<file path="config.mk">
export PLATFORM = sky130hd
export DESIGN_NAME = decode_stage
export DESIGN_NICKNAME = d
export VERILOG_FILES = /design/src/rtl/decode_stage.sv
export SDC_FILE = /design/constraint.sdc
export NUM_CORES = 1
export LEC_CHECK = 0
export CORE_ASPECT_RATIO = 1.4
export CORE_MARGIN = 2
export CORE_UTILIZATION = 34
export CTS_CLUSTER_DIAMETER = 40
export DETAILED_ROUTE_END_ITERATION = 8
export PLACE_DENSITY_LB_ADDON = 0.25
export SYNTH_ARGS = -nofsm -noshare
export SYNTH_HDL_FRONTEND = slang
export SYNTH_SLANG_ARGS = --single-unit
export TNS_END_PERCENT = 30
</file>
<file path="constraint.sdc">
create_clock -name clk -period 1.8 [get_ports clk]
set_clock_uncertainty 0.1 [all_clocks]
set_input_delay 0.45 -clock clk [delete_from_list [all_inputs] [get_ports clk]]
set_output_delay 0.45 -clock clk [all_outputs]
set_load 0.01 [all_outputs]
</file>
<file path="src/rtl/decode_stage.sv">
// rtl/decode_stage.sv - RV32I(+M) decode stage with output register and 1-entry skid buffer
module decode_stage #(
    parameter bit EN_MEXT = 1'b0,
    parameter int CNT_W   = 16
) (
    input  logic             clk,
    input  logic             rst_n,
    input  logic             flush,
    input  logic             in_valid,
    output logic             in_ready,
    input  logic [31:0]      in_inst,
    input  logic [31:0]      in_pc,
    output logic             out_valid,
    input  logic             out_ready,
    output logic [31:0]      out_pc,
    output logic [4:0]       rs1,
    output logic [4:0]       rs2,
    output logic [4:0]       rd,
    output logic [3:0]       alu_ctrl,
    output logic [2:0]       branch,
    output logic [3:0]       ls_type,
    output logic [2:0]       sext_type,
    output logic [1:0]       wb_ctrl,
    output logic             jump,
    output logic             jump_type,
    output logic             alu_src1,
    output logic             alu_src2,
    output logic             we_reg,
    output logic             we_mem,
    output logic [2:0]       mul_op,
    output logic             mul_valid,
    output logic             illegal,
    output logic [CNT_W-1:0] dec_count
);

    localparam logic [6:0] OP_R      = 7'b0110011;
    localparam logic [6:0] OP_I      = 7'b0010011;
    localparam logic [6:0] OP_LOAD   = 7'b0000011;
    localparam logic [6:0] OP_STORE  = 7'b0100011;
    localparam logic [6:0] OP_BRANCH = 7'b1100011;
    localparam logic [6:0] OP_LUI    = 7'b0110111;
    localparam logic [6:0] OP_AUIPC  = 7'b0010111;
    localparam logic [6:0] OP_JAL    = 7'b1101111;
    localparam logic [6:0] OP_JALR   = 7'b1100111;

    localparam logic [3:0] ALU_ADD  = 4'b0000;
    localparam logic [3:0] ALU_SUB  = 4'b0001;
    localparam logic [3:0] ALU_AND  = 4'b0010;
    localparam logic [3:0] ALU_OR   = 4'b0011;
    localparam logic [3:0] ALU_XOR  = 4'b0100;
    localparam logic [3:0] ALU_SLL  = 4'b0101;
    localparam logic [3:0] ALU_SLT  = 4'b0110;
    localparam logic [3:0] ALU_SLTU = 4'b0111;
    localparam logic [3:0] ALU_SRL  = 4'b1000;
    localparam logic [3:0] ALU_SRA  = 4'b1001;
    localparam logic [3:0] ALU_NOP  = 4'b1110;

    localparam logic [3:0] LS_NONE = 4'b1111;
    localparam logic [2:0] BR_NONE = 3'b010;

    localparam logic [2:0] SX_I   = 3'b000;
    localparam logic [2:0] SX_B   = 3'b001;
    localparam logic [2:0] SX_JAL = 3'b010;
    localparam logic [2:0] SX_U   = 3'b011;
    localparam logic [2:0] SX_S   = 3'b110;

    localparam logic [6:0] F7_BASE = 7'b0000000;
    localparam logic [6:0] F7_ALT  = 7'b0100000;
    localparam logic [6:0] F7_MUL  = 7'b0000001;

    typedef struct packed {
        logic [31:0] pc;
        logic [4:0]  rs1;
        logic [4:0]  rs2;
        logic [4:0]  rd;
        logic [3:0]  alu_ctrl;
        logic [2:0]  branch;
        logic [3:0]  ls_type;
        logic [2:0]  sext_type;
        logic [1:0]  wb_ctrl;
        logic        jump;
        logic        jump_type;
        logic        alu_src1;
        logic        alu_src2;
        logic        we_reg;
        logic        we_mem;
        logic [2:0]  mul_op;
        logic        mul_valid;
        logic        illegal;
    } dec_t;

    typedef enum logic [1:0] {
        ST_EMPTY = 2'd0,
        ST_ONE   = 2'd1,
        ST_TWO   = 2'd2
    } state_t;

    // Bubble encoding: used as the reset value and as the decode starting point
    function automatic dec_t nop_dec();
        dec_t d;
        d           = '0;
        d.alu_ctrl  = ALU_NOP;
        d.branch    = BR_NONE;
        d.ls_type   = LS_NONE;
        return d;
    endfunction

    state_t           state_q, state_d;
    dec_t             out_q, out_d;
    dec_t             skid_q, skid_d;
    dec_t             dec;
    logic [CNT_W-1:0] cnt_q, cnt_d;

    logic             accept;
    logic             out_hs;
    logic             load_out_in;
    logic             load_out_skid;
    logic             load_skid;

    logic [6:0]       opcode;
    logic [2:0]       funct3;
    logic [6:0]       funct7;

    assign opcode = in_inst[6:0];
    assign funct3 = in_inst[14:12];
    assign funct7 = in_inst[31:25];

    // Combinational decode of the incoming instruction word
    always_comb begin
        dec    = nop_dec();
        dec.pc = in_pc;
        if (in_inst != 32'd0) begin
            case (opcode)
                OP_R: begin
                    dec.rs1    = in_inst[19:15];
                    dec.rs2    = in_inst[24:20];
                    dec.rd     = in_inst[11:7];
                    dec.we_reg = 1'b1;
                    if (funct7 == F7_BASE) begin
                        case (funct3)
                            3'b000:  dec.alu_ctrl = ALU_ADD;
                            3'b001:  dec.alu_ctrl = ALU_SLL;
                            3'b010:  dec.alu_ctrl = ALU_SLT;
                            3'b011:  dec.alu_ctrl = ALU_SLTU;
                            3'b100:  dec.alu_ctrl = ALU_XOR;
                            3'b101:  dec.alu_ctrl = ALU_SRL;
                            3'b110:  dec.alu_ctrl = ALU_OR;
                            default: dec.alu_ctrl = ALU_AND;
                        endcase
                    end else if (funct7 == F7_ALT) begin
                        if (funct3 == 3'b000) begin
                            dec.alu_ctrl = ALU_SUB;
                        end else if (funct3 == 3'b101) begin
                            dec.alu_ctrl = ALU_SRA;
                        end else begin
                            dec.illegal = 1'b1;
                        end
                    end else if (EN_MEXT && funct7 == F7_MUL) begin
                        dec.mul_valid = 1'b1;
                        dec.mul_op    = funct3;
                        dec.alu_ctrl  = ALU_NOP;
                    end else begin
                        dec.illegal = 1'b1;
                    end
                end
                OP_I: begin
                    dec.rs1       = in_inst[19:15];
                    dec.rd        = in_inst[11:7];
                    dec.alu_src2  = 1'b1;
                    dec.sext_type = SX_I;
                    dec.we_reg    = 1'b1;
                    case (funct3)
                        3'b000: dec.alu_ctrl = ALU_ADD;
                        3'b010: dec.alu_ctrl = ALU_SLT;
                        3'b011: dec.alu_ctrl = ALU_SLTU;
                        3'b100: dec.alu_ctrl = ALU_XOR;
                        3'b110: dec.alu_ctrl = ALU_OR;
                        3'b111: dec.alu_ctrl = ALU_AND;
                        3'b001: begin
                            dec.alu_ctrl = ALU_SLL;
                            dec.illegal  = (funct7 != F7_BASE);
                        end
                        default: begin
                            if (funct7 == F7_BASE) begin
                                dec.alu_ctrl = ALU_SRL;
                            end else if (funct7 == F7_ALT) begin
                                dec.alu_ctrl = ALU_SRA;
                            end else begin
                                dec.illegal = 1'b1;
                            end
                        end
                    endcase
                end
                OP_LOAD: begin
                    dec.rs1       = in_inst[19:15];
                    dec.rd        = in_inst[11:7];
                    dec.alu_ctrl  = ALU_ADD;
                    dec.alu_src2  = 1'b1;
                    dec.sext_type = SX_I;
                    dec.wb_ctrl   = 2'b01;
                    dec.we_reg    = 1'b1;
                    case (funct3)
                        3'b000:  dec.ls_type = 4'b0000;
                        3'b001:  dec.ls_type = 4'b0010;
                        3'b010:  dec.ls_type = 4'b0100;
                        3'b100:  dec.ls_type = 4'b1000;
                        3'b101:  dec.ls_type = 4'b1010;
                        default: dec.illegal = 1'b1;
                    endcase
                end
                OP_STORE: begin
                    dec.rs1       = in_inst[19:15];
                    dec.rs2       = in_inst[24:20];
                    dec.alu_ctrl  = ALU_ADD;
                    dec.alu_src2  = 1'b1;
                    dec.sext_type = SX_S;
                    dec.we_mem    = 1'b1;
                    case (funct3)
                        3'b000:  dec.ls_type = 4'b0001;
                        3'b001:  dec.ls_type = 4'b0011;
                        3'b010:  dec.ls_type = 4'b0101;
                        default: dec.illegal = 1'b1;
                    endcase
                end
                OP_BRANCH: begin
                    dec.rs1       = in_inst[19:15];
                    dec.rs2       = in_inst[24:20];
                    dec.alu_ctrl  = ALU_SUB;
                    dec.sext_type = SX_B;
                    dec.branch    = funct3;
                    dec.illegal   = (funct3 == 3'b010) || (funct3 == 3'b011);
                end
                OP_LUI: begin
                    dec.rd        = in_inst[11:7];
                    dec.alu_ctrl  = ALU_ADD;
                    dec.alu_src2  = 1'b1;
                    dec.sext_type = SX_U;
                    dec.we_reg    = 1'b1;
                end
                OP_AUIPC: begin
                    dec.rd        = in_inst[11:7];
                    dec.alu_ctrl  = ALU_ADD;
                    dec.alu_src1  = 1'b1;
                    dec.alu_src2  = 1'b1;
                    dec.sext_type = SX_U;
                    dec.we_reg    = 1'b1;
                end
                OP_JAL: begin
                    dec.rd        = in_inst[11:7];
                    dec.sext_type = SX_JAL;
                    dec.wb_ctrl   = 2'b11;
                    dec.jump      = 1'b1;
                    dec.jump_type = 1'b1;
                    dec.we_reg    = 1'b1;
                end
                OP_JALR: begin
                    dec.rs1       = in_inst[19:15];
                    dec.rd        = in_inst[11:7];
                    dec.alu_src2  = 1'b1;
                    dec.sext_type = SX_I;
                    dec.wb_ctrl   = 2'b11;
                    dec.jump      = 1'b1;
                    dec.we_reg    = 1'b1;
                end
                default: dec.illegal = 1'b1;
            endcase
        end
        // An undecodable word must not produce any side effect downstream
        if (dec.illegal) begin
            dec.we_reg    = 1'b0;
            dec.we_mem    = 1'b0;
            dec.jump      = 1'b0;
            dec.alu_ctrl  = ALU_NOP;
            dec.ls_type   = LS_NONE;
            dec.mul_valid = 1'b0;
            dec.mul_op    = 3'b000;
            dec.branch    = BR_NONE;
            dec.wb_ctrl   = 2'b00;
        end
    end

    // FSM state register
    always_ff @(posedge clk or negedge rst_n) begin
        if (!rst_n) begin
            state_q <= ST_EMPTY;
        end else begin
            state_q <= state_d;
        end
    end

    // FSM next state: EMPTY/ONE/TWO count the buffered instructions
    always_comb begin
        state_d = state_q;
        if (flush) begin
            state_d = ST_EMPTY;
        end else begin
            case (state_q)
                ST_EMPTY: if (accept) state_d = ST_ONE;
                ST_ONE: begin
                    if (accept && !out_ready) begin
                        state_d = ST_TWO;
                    end else if (!accept && out_ready) begin
                        state_d = ST_EMPTY;
                    end
                end
                ST_TWO:   if (out_ready) state_d = ST_ONE;
                default:  state_d = ST_EMPTY;
            endcase
        end
    end

    // FSM outputs: handshakes and datapath load enables, all decoded from state_q
    always_comb begin
        in_ready      = (state_q != ST_TWO);
        out_valid     = (state_q != ST_EMPTY);
        accept        = in_valid && in_ready;
        out_hs        = out_valid && out_ready;
        load_out_in   = !flush && accept &&
                        ((state_q == ST_EMPTY) || ((state_q == ST_ONE) && out_ready));
        load_skid     = !flush && accept && (state_q == ST_ONE) && !out_ready;
        load_out_skid = !flush && (state_q == ST_TWO) && out_ready;
    end

    // Next values of the output and skid registers
    always_comb begin
        out_d  = out_q;
        skid_d = skid_q;
        if (load_out_in) begin
            out_d = dec;
        end else if (load_out_skid) begin
            out_d = skid_q;
        end
        if (load_skid) begin
            skid_d = dec;
        end
    end

    // Output register and skid register
    always_ff @(posedge clk or negedge rst_n) begin
        if (!rst_n) begin
            out_q  <= nop_dec();
            skid_q <= nop_dec();
        end else begin
            out_q  <= out_d;
            skid_q <= skid_d;
        end
    end

    // Next value of the delivered-instruction counter, wrapping naturally
    always_comb begin
        cnt_d = cnt_q;
        if (out_hs) begin
            cnt_d = cnt_q + {{(CNT_W-1){1'b0}}, 1'b1};
        end
    end

    // Delivered-instruction counter register
    always_ff @(posedge clk or negedge rst_n) begin
        if (!rst_n) begin
            cnt_q <= '0;
        end else begin
            cnt_q <= cnt_d;
        end
    end

    assign out_pc    = out_q.pc;
    assign rs1       = out_q.rs1;
    assign rs2       = out_q.rs2;
    assign rd        = out_q.rd;
    assign alu_ctrl  = out_q.alu_ctrl;
    assign branch    = out_q.branch;
    assign ls_type   = out_q.ls_type;
    assign sext_type = out_q.sext_type;
    assign wb_ctrl   = out_q.wb_ctrl;
    assign jump      = out_q.jump;
    assign jump_type = out_q.jump_type;
    assign alu_src1  = out_q.alu_src1;
    assign alu_src2  = out_q.alu_src2;
    assign we_reg    = out_q.we_reg;
    assign we_mem    = out_q.we_mem;
    assign mul_op    = out_q.mul_op;
    assign mul_valid = out_q.mul_valid;
    assign illegal   = out_q.illegal;
    assign dec_count = cnt_q;

endmodule

</file>
==> results of run 1 <==
placed cells by master (no fill, tap or decap), types with 5 or more instances in the layout:
cell type and n:
a211oi_1 5, a21oi_1 12, a221o_1 8, a222oi_1 8, a22oi_1 32, buf_12 13, buf_4 117, buf_6 19
clkbuf_16 19, clkbuf_2 13, clkdlybuf4s50_1 40, dfrtp_1 138, dfstp_2 16, dlygate4sd2_1 83, dlymetal6s2s_1 9, inv_1 12
inv_6 5, mux2i_1 18, nand2_1 216, nand3_1 21, nor2_1 21, nor2b_1 7, nor3_1 9, o21ai_0 52
o21ai_1 5, o31ai_1 5, xnor2_1 9, xor2_1 7
power breakdown:
| part | internal (W) | switching [W] | total [W] |
|---|---|---|---|
| clock | 0.00201 | 0.00162 | 0.00362 |
| sequential | 0.00404 | 0.000279 | 0.00432 |
| combinational | 0.000871 | 0.000876 | 0.00175 |
| total | 0.00691 | 0.00278 | 0.00969 |
through the flow:
step / total power [W] / instances / utilization, % / worst slack (ps)
final: 0.00969 / 1296 / 53.3 / -100
after CTS: 0.00974 / 1284 / 52.0 / -42.4
after global routing: 0.0102 / 1296 / 53.3 / -162
after floorplan: 0.00507 / 759 / - / -369
after detailed placement: 0.00619 / 1241 / 48.3 / -964
after global placement: 0.00614 / 1241 / 48.3 / -916
metal layers:
layer	vias to the layer above	part of all wire, %
met3	32	4.3
met5	-	0
met4	0	2.2
li1	3158	-
met2	182	53
met1	3214	41
final timing paths:
check                                       startpoint                      end  slack, ps  cells past startpoint
worst min register to register  out_pc[10]$_DFFE_PN0P_   out_pc[10]$_DFFE_PN0P_        370                      2
min in group asynchronous                        rst_n   out_pc[29]$_DFFE_PN0P_        370                      2
max in group asynchronous                        rst_n   skid_q[47]$_DFFE_PN0P_        660                      3
worst max-delay path            state_q[0]$_DFFE_PN0P_                out_valid       -100                      3
worst min-delay path                       in_inst[20]       rs2[0]$_DFFE_PN0P_        330                      4
worst max register to register  state_q[1]$_DFFE_PN0P_  alu_ctrl[2]$_DFFE_PN1P_        -30                      7
logic make-up (layout without fill, tap and decap cells):
kind of cell,after synthesis,in the layout
AND/OR/NAND/NOR,335,335
AO/OA/AOI/OAI,161,161
multiplexers,19,19
buffers and inverters,67,348
other,1,4
XOR/XNOR,16,16
adder cells (fa/ha/maj),1,1
flip-flops,156,156
final cells by class:
type                    instances  share of cell area [%]
clock inverters                14                    1.37
well taps                     256                    2.92
flip-flops and latches        156                    35.8
clock buffers                  18                    4.01
repair buffers                304                    25.4
multi-input cells             536                    30.1
inverters                      12                   0.411
worst reg2reg max path: stages, from the launching register on:
cell      delay [ps]
dfrtp_2          400
buf_4            150
nor4bb_4         140
buf_4            160
buf_8            150
a22o_1           270
nor4_2           270
a21oi_1          100
repair_timing:
action | 4_1_cts | 5_1_grt
cloned | 0 | 2
resized for setup | 187 | 70
buffers inserted | 11 | 10
hold buffers | 1 | 0
setup endpoints to repair | 219 | 125
pin swaps | 34 | 26
endpoints found under the hold margin | 18 | 0
==> impl_metrics.json, run 1 <==
{
  "rsz0062_at_grt": "yes",
  "dp_hpwl_mm": 15.3,
  "core_mm2": 0.0206,
  "cts_buffers": 17,
  "synth_top_family_by_area": "simple AND/OR/NAND/NOR gates",
  "synth-compound-area-share_pct": 15.0,
  "root_buffer": "clkbuf_16",
  "max_stage_delay_ps": 420,
  "antenna_cells": 0,
  "yosysMostFrequentCell": "nand2_1",
  "netlist_area_mm2": 0.00713,
  "syn_inst": 756,
  "fin_nets": 1097,
  "htreeDepth": 4,
  "worst-path-buf-inv": 2,
  "layout-drive-gt1-share_pct": 26.4,
  "netlist_top_cells_area": "dfrtp_1, nand2_1, dfstp_2, o21ai_0, a22oi_1",
  "fin_area_mm2": 0.0110,
  "place.gp.congestion": 0.891,
  "synth_edf_count": 0,
  "synthFlopType": "dfrtp_1",
  "timing.final.ws_setup_ps": -100,
  "grt.met1_usage_pct": 24.0,
  "synth.largest_area_cell": "dfrtp_1",
  "grt-ovfl-total": 0,
  "synth_top_area_share_pct": 49.2,
  "finalWirelength_mm": 21.8,
  "synth_area_per_cell_um2": 9.43,
  "finalMaxSlewViolations": 0,
  "critPathMaxFanout": 3,
  "wl_per_cell_um": 16.8,
  "violations": "setup timing",
  "routed_via_density": 5.08,
  "drc_errors": 0,
  "fp.dieW_um": 126,
  "worstSetupStartpointType": "register",
  "ys_types": 58,
  "maxCapViolCount": 0,
  "vias": 6586,
  "critPathCaptureType": "primary output",
  "crit_required_ps": 1250,
  "powerDensity_mw_per_mm2": 884,
  "synth_fa_ha_area_share_pct": 0.176,
  "holdCritPathClass": "primary input to register",
  "critical_path_arrival_ps": 1350,
  "ys_seq_area_share_pct": 55.1,
  "area_delta_synth_final_pct": 53.8,
  "grt_antenna_before_repair": 0,
  "postPlaceCellArea_mm2": 0.00992,
  "detail-route-antenna-nets": 0,
  "synthSimpleGateAreaFrac_pct": 21.1,
  "initial_utilization_pct": 34.7,
  "die_y_um": 175,
  "cts.sinks": 156,
  "max_freq_ghz": 0.526,
  "fin_tns_setup_ps": -267,
  "fillers": 1892,
  "path_class": "register to primary output",
  "fp-row-count": 62,
  "multiInputGateArea_mm2": 0.00330,
  "use_met3_pct": 3.84,
  "synth_seq_cells": 156,
  "largest_reg_flops": 69,
  "dieArea_mm2": 0.0222,
  "status": "complete, but fails checks",
  "crit_slowest_cell": "dfrtp_2",
  "synthMuxAreaShare_pct": 2.69,
  "regMostFlops": "skid_q",
  "worst_hold_slack_ps": 330,
  "vdd_drop_max_uv": 566,
  "cts_tree": "built",
  "clk_latency_ps": 430,
  "synthTopCellsByCount": "nand2_1, dfrtp_1, o21ai_0, clkbuf_1, a22oi_1",
  "synthXorXnorAreaFrac_pct": 1.97,
  "cpLargestDelayFamily": "flip-flops",
  "yosys_warnings": 0,
  "p_leak_nw": 5.38,
  "grt_pass1_wl_mm": 34.9,
  "timing.final.crit_share_pct": 106,
  "port_buffers": 156,
  "setup_viol": 14,
  "grt_usage_pct": 19.7,
  "io_pins": 161,
  "async_reset_ff_share_pct": 100,
  "use_met2_pct": 34.9,
  "dr.first_iter.drc_count": 313,
  "grt_max_degree": 48,
  "first_global_vias": 6687,
  "cts.clk_slew.worst_paths_ps": 70,
  "seqCellArea_mm2": 0.00393,
  "clock_path_buffers": 2,
  "worstPathCellList": "buf_4, or2_4, buf_6",
  "finalHoldViolCount": 0,
  "fin_crit_ps": 1900,
  "gr-max-usage-layer": "met2",
  "dr.pass1.iters": 5
}
(Power assumes the default switching activity.)
==> run 2, diff against run 1 <==
--- a/config.mk
+++ b/config.mk
@@ -5,6 +5,7 @@
 export SDC_FILE = /design/constraint.sdc
 export NUM_CORES = 1
 export LEC_CHECK = 0
+export ABC_AREA = 1
 export CORE_ASPECT_RATIO = 1.4
 export CORE_MARGIN = 2
 export CORE_UTILIZATION = 34
==> constraint.sdc (replaced) <==
create_clock -name clk -period 1.7 [get_ports clk]
set_clock_uncertainty 0.1 [all_clocks]
set_input_delay 0.425 -clock clk [delete_from_list [all_inputs] [get_ports clk]]
set_output_delay 0.425 -clock clk [all_outputs]
set_load 0.01 [all_outputs]
==> run 2 against run 1 <==
The flow still finishes with violations (setup timing). Worst setup slack improved by 50 ps. Worst hold slack got worse by 21 ps. Critical path depth increased by 1. Design area increased by 0.72%. Non-clock buffer count decreased by 8. Via count increased by 2.8%. Area after synthesis increased by 1.0%. Register-to-register slack improved by 50 ps. First-iteration DRC count increased by 47%. Die area increased by 1.0%. Cell count increased by 8.9%.
==> impl_metrics.json, run 2 <==
{
  "finalMaxSlewViolations": 0,
  "core_mm2": 0.0210,
  "layout-drive-gt1-share_pct": 25.6,
  "fin_util_pct": 52.7,
  "cts_buffers": 17,
  "use_met3_pct": 3.15,
  "powerDensity_mw_per_mm2": 1020,
  "finalHoldViolCount": 0,
  "grt-ovfl-total": 0,
  "grt_max_degree": 36,
  "synth_area_per_cell_um2": 8.33,
  "async_reset_ff_share_pct": 100,
  "critical_path_arrival_ps": 1230,
  "timing.final.crit_share_pct": 103,
  "rsz0062_at_grt": "yes",
  "synth.largest_area_cell": "dfrtp_1",
  "fp.dieW_um": 127,
  "setup_viol": 1,
  "gr-max-usage-layer": "met2",
  "fp-row-count": 63,
  "grt.met1_usage_pct": 22.9,
  "vdd_drop_max_uv": 660,
  "path_class": "register to primary output",
  "ys_types": 36,
  "combPwrFrac_pct": 22.2,
  "die_y_um": 176,
  "clk_latency_ps": 420,
  "synth_seq_cells": 156,
  "netSwitchingFraction_pct": 30.0,
  "dp_slack_ps": -597,
  "final_common_cell": "nand2_1",
  "seqPwrFrac_pct": 44.5,
  "dp_hpwl_mm": 15.2,
  "max_freq_ghz": 0.571,
  "place.gp.congestion": 0.952,
  "grt_usage_pct": 19.5,
  "p_int_w": 0.00792,
  "port_buffers": 156,
  "synthFlopType": "dfrtp_1",
  "crit_slowest_cell": "dfrtp_1",
  "critPathCaptureType": "primary output",
  "dr.first_iter.drc_count": 459,
  "dieArea_mm2": 0.0224,
  "maxCapViolCount": 0,
  "fin_crit_ps": 1750,
  "clock_path_buffers": 2,
  "first_global_vias": 6677,
  "finalWirelength_mm": 22.0,
  "clkPwrFrac_pct": 33.2,
  "yosys_warnings": 0,
  "switching_power_w": 0.00340,
  "io_pins": 161,
  "yosysMostFrequentCell": "nand2_1",
  "holdCritPathClass": "primary input to register",
  "timing.final.ws_setup_ps": -50.5,
  "area_delta_synth_final_pct": 53.3,
  "largest_reg_flops": 69,
  "dr.pass1.iters": 4,
  "synth_top_area_share_pct": 48.7,
  "root_buffer": "clkbuf_16",
  "critPathMaxFanout": 3,
  "violations": "setup timing",
  "cts.sinks": 156,
  "antenna_cells": 0,
  "grt_antenna_before_repair": 0,
  "htreeDepth": 4,
  "netlist_area_mm2": 0.00720,
  "netlist_top_cells_area": "dfrtp_1, nand2_1, dfstp_2, o21ai_0, o211ai_1",
  "worstPathCellList": "nor2_2, buf_4, inv_2, buf_6",
  "use_met2_pct": 36.2,
  "syn_inst": 864,
  "detail-route-antenna-nets": 0,
  "wl_per_cell_um": 15.6,
  "max_stage_delay_ps": 420,
  "vias": 6773,
  "status": "complete, but fails checks",
  "synthTopCellsByCount": "nand2_1, dfrtp_1, inv_1, o21ai_0, nor2_1",
  "layout_common_cells": "nand2_1, dfrtp_1, buf_4",
  "drc_errors": 0,
  "synth_edf_count": 0,
  "regMostFlops": "skid_q",
  "ys_seq_area_share_pct": 54.5,
  "cts_tree": "built",
  "routed_via_density": 4.80,
  "p_leak_nw": 5.71,
  "cts.clk_slew.worst_paths_ps": 60,
  "grt_pass1_wl_mm": 34.4,
  "crit_required_ps": 1170,
  "worstSetupStartpointType": "register",
  "initial_utilization_pct": 34.3,
  "fin_nets": 1208
}
-- run 2: cell types whose count changed after synthesis, sizes merged, moves of 18 or more --
cell | previous run | this run
a22oi | 33 | 7
nor2 | 25 | 64
inv | 12 | 69
clkbuf | 40 | 18
o211ai | 0 | 34
nand3 | 22 | 48
mux2i | 18 | 0
nand2 | 217 | 313
-- run 2: layout make-up --
type,count,area (um^2)
fill,2025,9930
timing repair buffer,296,2760
clock inverter,13,130
clock buffer,19,453
sequential,156,3920
multi-input combinational,592,3170
inverter,75,287
tap,260,325
-- run 2: what timing repair did --
action                                 in CTS  in global routing
setup endpoints to repair                 147                128
gates cloned                                0                  2
pin swaps                                   1                 46
gates resized for setup                   131                136
endpoints found under the hold margin      15                  0
buffers inserted                            8                 21
hold buffers                                1                  0
-- run 2: worst paths after layout --
| check | endpoint | slack, ps | from | depth (start not counted) |
|---|---|---|---|---|
| worst max-delay path | out_valid | -50 | state_q[1]$_DFFE_PN0P_ | 4 |
| worst min-delay path | skid_q[34]$_DFFE_PN0P_ | 310 | in_inst[22] | 5 |
| worst max register to register | dec_count[14]$_DFFE_PN0P_ | 20 | dec_count[1]$_DFFE_PN0P_ | 9 |
| worst min register to register | dec_count[15]$_DFFE_PN0P_ | 360 | dec_count[15]$_DFFE_PN0P_ | 1 |
| max in group asynchronous | skid_q[19]$_DFFE_PN1P_ | 550 | rst_n | 3 |
| min in group asynchronous | rs1[3]$_DFFE_PN0P_ | 340 | rst_n | 2 |
-- run 2: logic make-up after synthesis --
group	Yosys count	share of synthesized area, %
simple gates	443	25.6
compound gates	127	10.7
buf+inv	120	7.05
other cells	1	0.0521
flops	156	54.5
fa+ha+maj	1	0.174
xor+xnor	16	1.95
-- run 2: critical path, delay by kind of cell, from the launching register on --
| family | cells | cell delay (ps) |
|---|---|---|
| buf+inv | 3 | 260 |
| simple gates | 1 | 140 |
| flops | 1 | 420 |
-- run 2: per-layer routing --
layer / share of wire (%) / up-vias
li1: - / 3318
met1: 41 / 3258
met2: 53 / 167
met3: 3.4 / 30
met4: 2.4 / 0
met5: 0 / -
-- run 2: power by group through the flow --
stage / Combinational [W] / Clock (W) / Sequential [W]
floorplan: 0.000998 / 0 / 0.00520
global placement: 0.00254 / 0 / 0.00511
detailed placement: 0.00257 / 0 / 0.00512
CTS: 0.00241 / 0.00385 / 0.00503
global route: 0.00282 / 0.00400 / 0.00513
finish: 0.00252 / 0.00376 / 0.00504
-- run 2: through the flow --
step | cells | hold slack, ps | total power [W] | setup TNS, ps | cell area (um^2)
6_report | 1411 | 309 | 0.0113 | -50.5 | 11000
5_1_grt | 1411 | 342 | 0.0119 | -725 | 11000
4_1_cts | 1389 | 339 | 0.0113 | -2200 | 10400
3_5_place_dp | 1348 | 228 | 0.00770 | -64680 | 9880
3_3_place_gp | 1348 | 223 | 0.00765 | -61610 | 9880
2_1_floorplan | 867 | 29.4 | 0.00620 | 0 | 7210
==> run 3, diff against run 2 <==
--- a/config.mk
+++ b/config.mk
@@ -10,8 +10,10 @@
 export CORE_MARGIN = 2
 export CORE_UTILIZATION = 34
 export CTS_CLUSTER_DIAMETER = 40
+export CTS_CLUSTER_SIZE = 10
 export DETAILED_ROUTE_END_ITERATION = 8
 export PLACE_DENSITY_LB_ADDON = 0.25
+export SETUP_SLACK_MARGIN = 0.1
 export SYNTH_ARGS = -nofsm -noshare
 export SYNTH_HDL_FRONTEND = slang
 export SYNTH_SLANG_ARGS = --single-unit
==> run 3 against run 2 <==
The run still ends with setup timing left. Sequential power grew 0.8%. Worst hold slack better by 36 ps. Global-route usage fell by 0.16 points. Worst setup slack improved by 21 ps. Design area rose by 0.99%. Critical path depth grew 7. Count of clock-buffer cells in the layout stayed put. First-iteration DRC count down 12%. Core utilization increased by 0.52 points. Via count is 0.24% lower.
==> impl_metrics.json, run 3 (synthesized netlist as in run 2, its figures left out) <==
{
  "worstSetupStartpointType": "register",
  "cts.clk_slew.worst_paths_ps": 60,
  "clock_path_buffers": 2,
  "maxCapViolCount": 0,
  "grt-ovfl-total": 0,
  "worstPathCellList": "buf_6, nor2_4, nand2_2, nor2_4, inv_4, nand2_4, inv_8, buf_6, a22o_1, clkinv_1, nand2_1",
  "powerDensity_mw_per_mm2": 1060,
  "largest_reg_flops": 69,
  "worst-path-buf-inv": 5,
  "holdCritPathClass": "primary input to register",
  "finalMaxSlewViolations": 0,
  "finalHoldViolCount": 0,
  "place.gp.congestion": 0.953,
  "critical_path_arrival_ps": 1940,
  "fp.dieW_um": 127,
  "first_global_vias": 6692,
  "critPathMaxFanout": 8,
  "reg2reg_slack_ps": -30,
  "fin_crit_ps": 1730,
  "p_leak_nw": 5.46,
  "initial_utilization_pct": 34.3,
  "wl_per_cell_um": 16.1,
  "dr.pass1.iters": 4,
  "status": "complete, but fails checks",
  "crit_required_ps": 1910,
  "crit_slowest_cell": "dfrtp_1",
  "vdd_drop_max_uv": 636,
  "max_freq_ghz": 0.578,
  "routed_via_density": 4.80,
  "setup_viol": 19,
  "dieArea_mm2": 0.0224,
  "layout_common_cells": "nand2_1, dfrtp_1, buf_4",
  "worst_hold_slack_ps": 345,
  "vias": 6757,
  "grt_antenna_before_repair": 0,
  "area_delta_synth_final_pct": 54.8,
  "cts.sinks": 156,
  "die_y_um": 176,
  "grt_max_degree": 49,
  "dr.first_iter.drc_count": 403,
  "cts_tree": "built",
  "critPathCaptureType": "register",
  "rsz0062_at_grt": "yes",
  "path_class": "register to register",
  "fin_util_pct": 53.2,
  "detail-route-antenna-nets": 0,
  "io_pins": 161,
  "final_common_cell": "nand2_1",
  "antenna_cells": 0,
  "finalWirelength_mm": 22.6,
  "cts_buffers": 17,
  "violations": "setup timing",
  "cpLargestDelayFamily": "buffers and inverters",
  "port_buffers": 156,
  "drc_errors": 0,
  "grt_pass1_wl_mm": 34.2,
  "htreeDepth": 4,
  "dp_hpwl_mm": 14.5,
  "grt_usage_pct": 19.4,
  "regMostFlops": "skid_q",
  "clk_latency_ps": 420,
  "layout-drive-gt1-share_pct": 33.2,
  "fp-row-count": 63,
  "fin_nets": 1204,
  "timing.final.crit_share_pct": 102,
  "max_stage_delay_ps": 400,
  "timing.final.ws_setup_ps": -29.3,
  "core_mm2": 0.0210,
  "root_buffer": "clkbuf_16"
}
[run 3: final cells by class]
class / count / area [um^2]
clock buffers: 19 / 443
clock inverters: 13 / 164
fillers: 1958 / 9820
inverters: 75 / 299
multi-input cells: 592 / 3250
flip-flops and latches: 156 / 3920
well taps: 260 / 325
repair buffers: 292 / 2740
[run 3: power by group]
group	switching, W	total [W]	internal, W
logic	0.00141	0.00277	0.00137
clock network	0.00160	0.00397	0.00236
registers	0.000473	0.00508	0.00461
total	0.00348	0.0118	0.00834
[run 3: timing repair]
action                                  CTS  global route
endpoints found under the setup margin  199           209
pin swaps                                54            21
endpoints found under the hold margin    22             0
buffers inserted                         24             7
hold buffers                              1             0
gates cloned                              3            10
gates resized for setup                 363           149
[run 3: worst reg2reg max path, cell delays in order, from the launching register on]
cell	delay [ps]
dfrtp_1	400
buf_6	140
nor2_4	90
nand2_2	90
nor2_4	160
inv_4	70
nand2_4	90
inv_8	70
buf_6	140
a22o_1	180
clkinv_1	50
nand2_1	40
[run 3: worst paths after layout]
path                                   startpoint                endpoint  cells past startpoint
min in group asynchronous                   rst_n  skid_q[35]$_DFFE_PN0P_                      2
max reg2reg                state_q[1]$_DFFE_PN0P_      we_reg$_DFFE_PN0P_                     11
max                        state_q[1]$_DFFE_PN0P_      we_reg$_DFFE_PN0P_                     11
min reg2reg                skid_q[26]$_DFFE_PN1P_  skid_q[26]$_DFFE_PN1P_                      2
max in group asynchronous                   rst_n  skid_q[65]$_DFFE_PN0P_                      3
min                                   in_inst[11]  skid_q[31]$_DFFE_PN0P_                      3
[run 3: metal layers]
metal  GRT usage [%]  wire, um
met5               0         0
met1            24.1      9600
met4            6.41       398
met3            2.76       682
met2            34.4     12000
[run 3: through the flow]
stage	cell area (um^2)	cells	power [W]	setup TNS (ps)	setup WS (ps)
CTS	10900	1390	0.0117	-12.0	-9.61
global placement	9750	1330	0.00762	-65420	-584
floorplan	7280	867	0.00622	0	90.5
detailed placement	9750	1330	0.00768	-64480	-609
global route	11100	1407	0.0124	-5270	-115
finish	11100	1407	0.0118	-224	-29.3
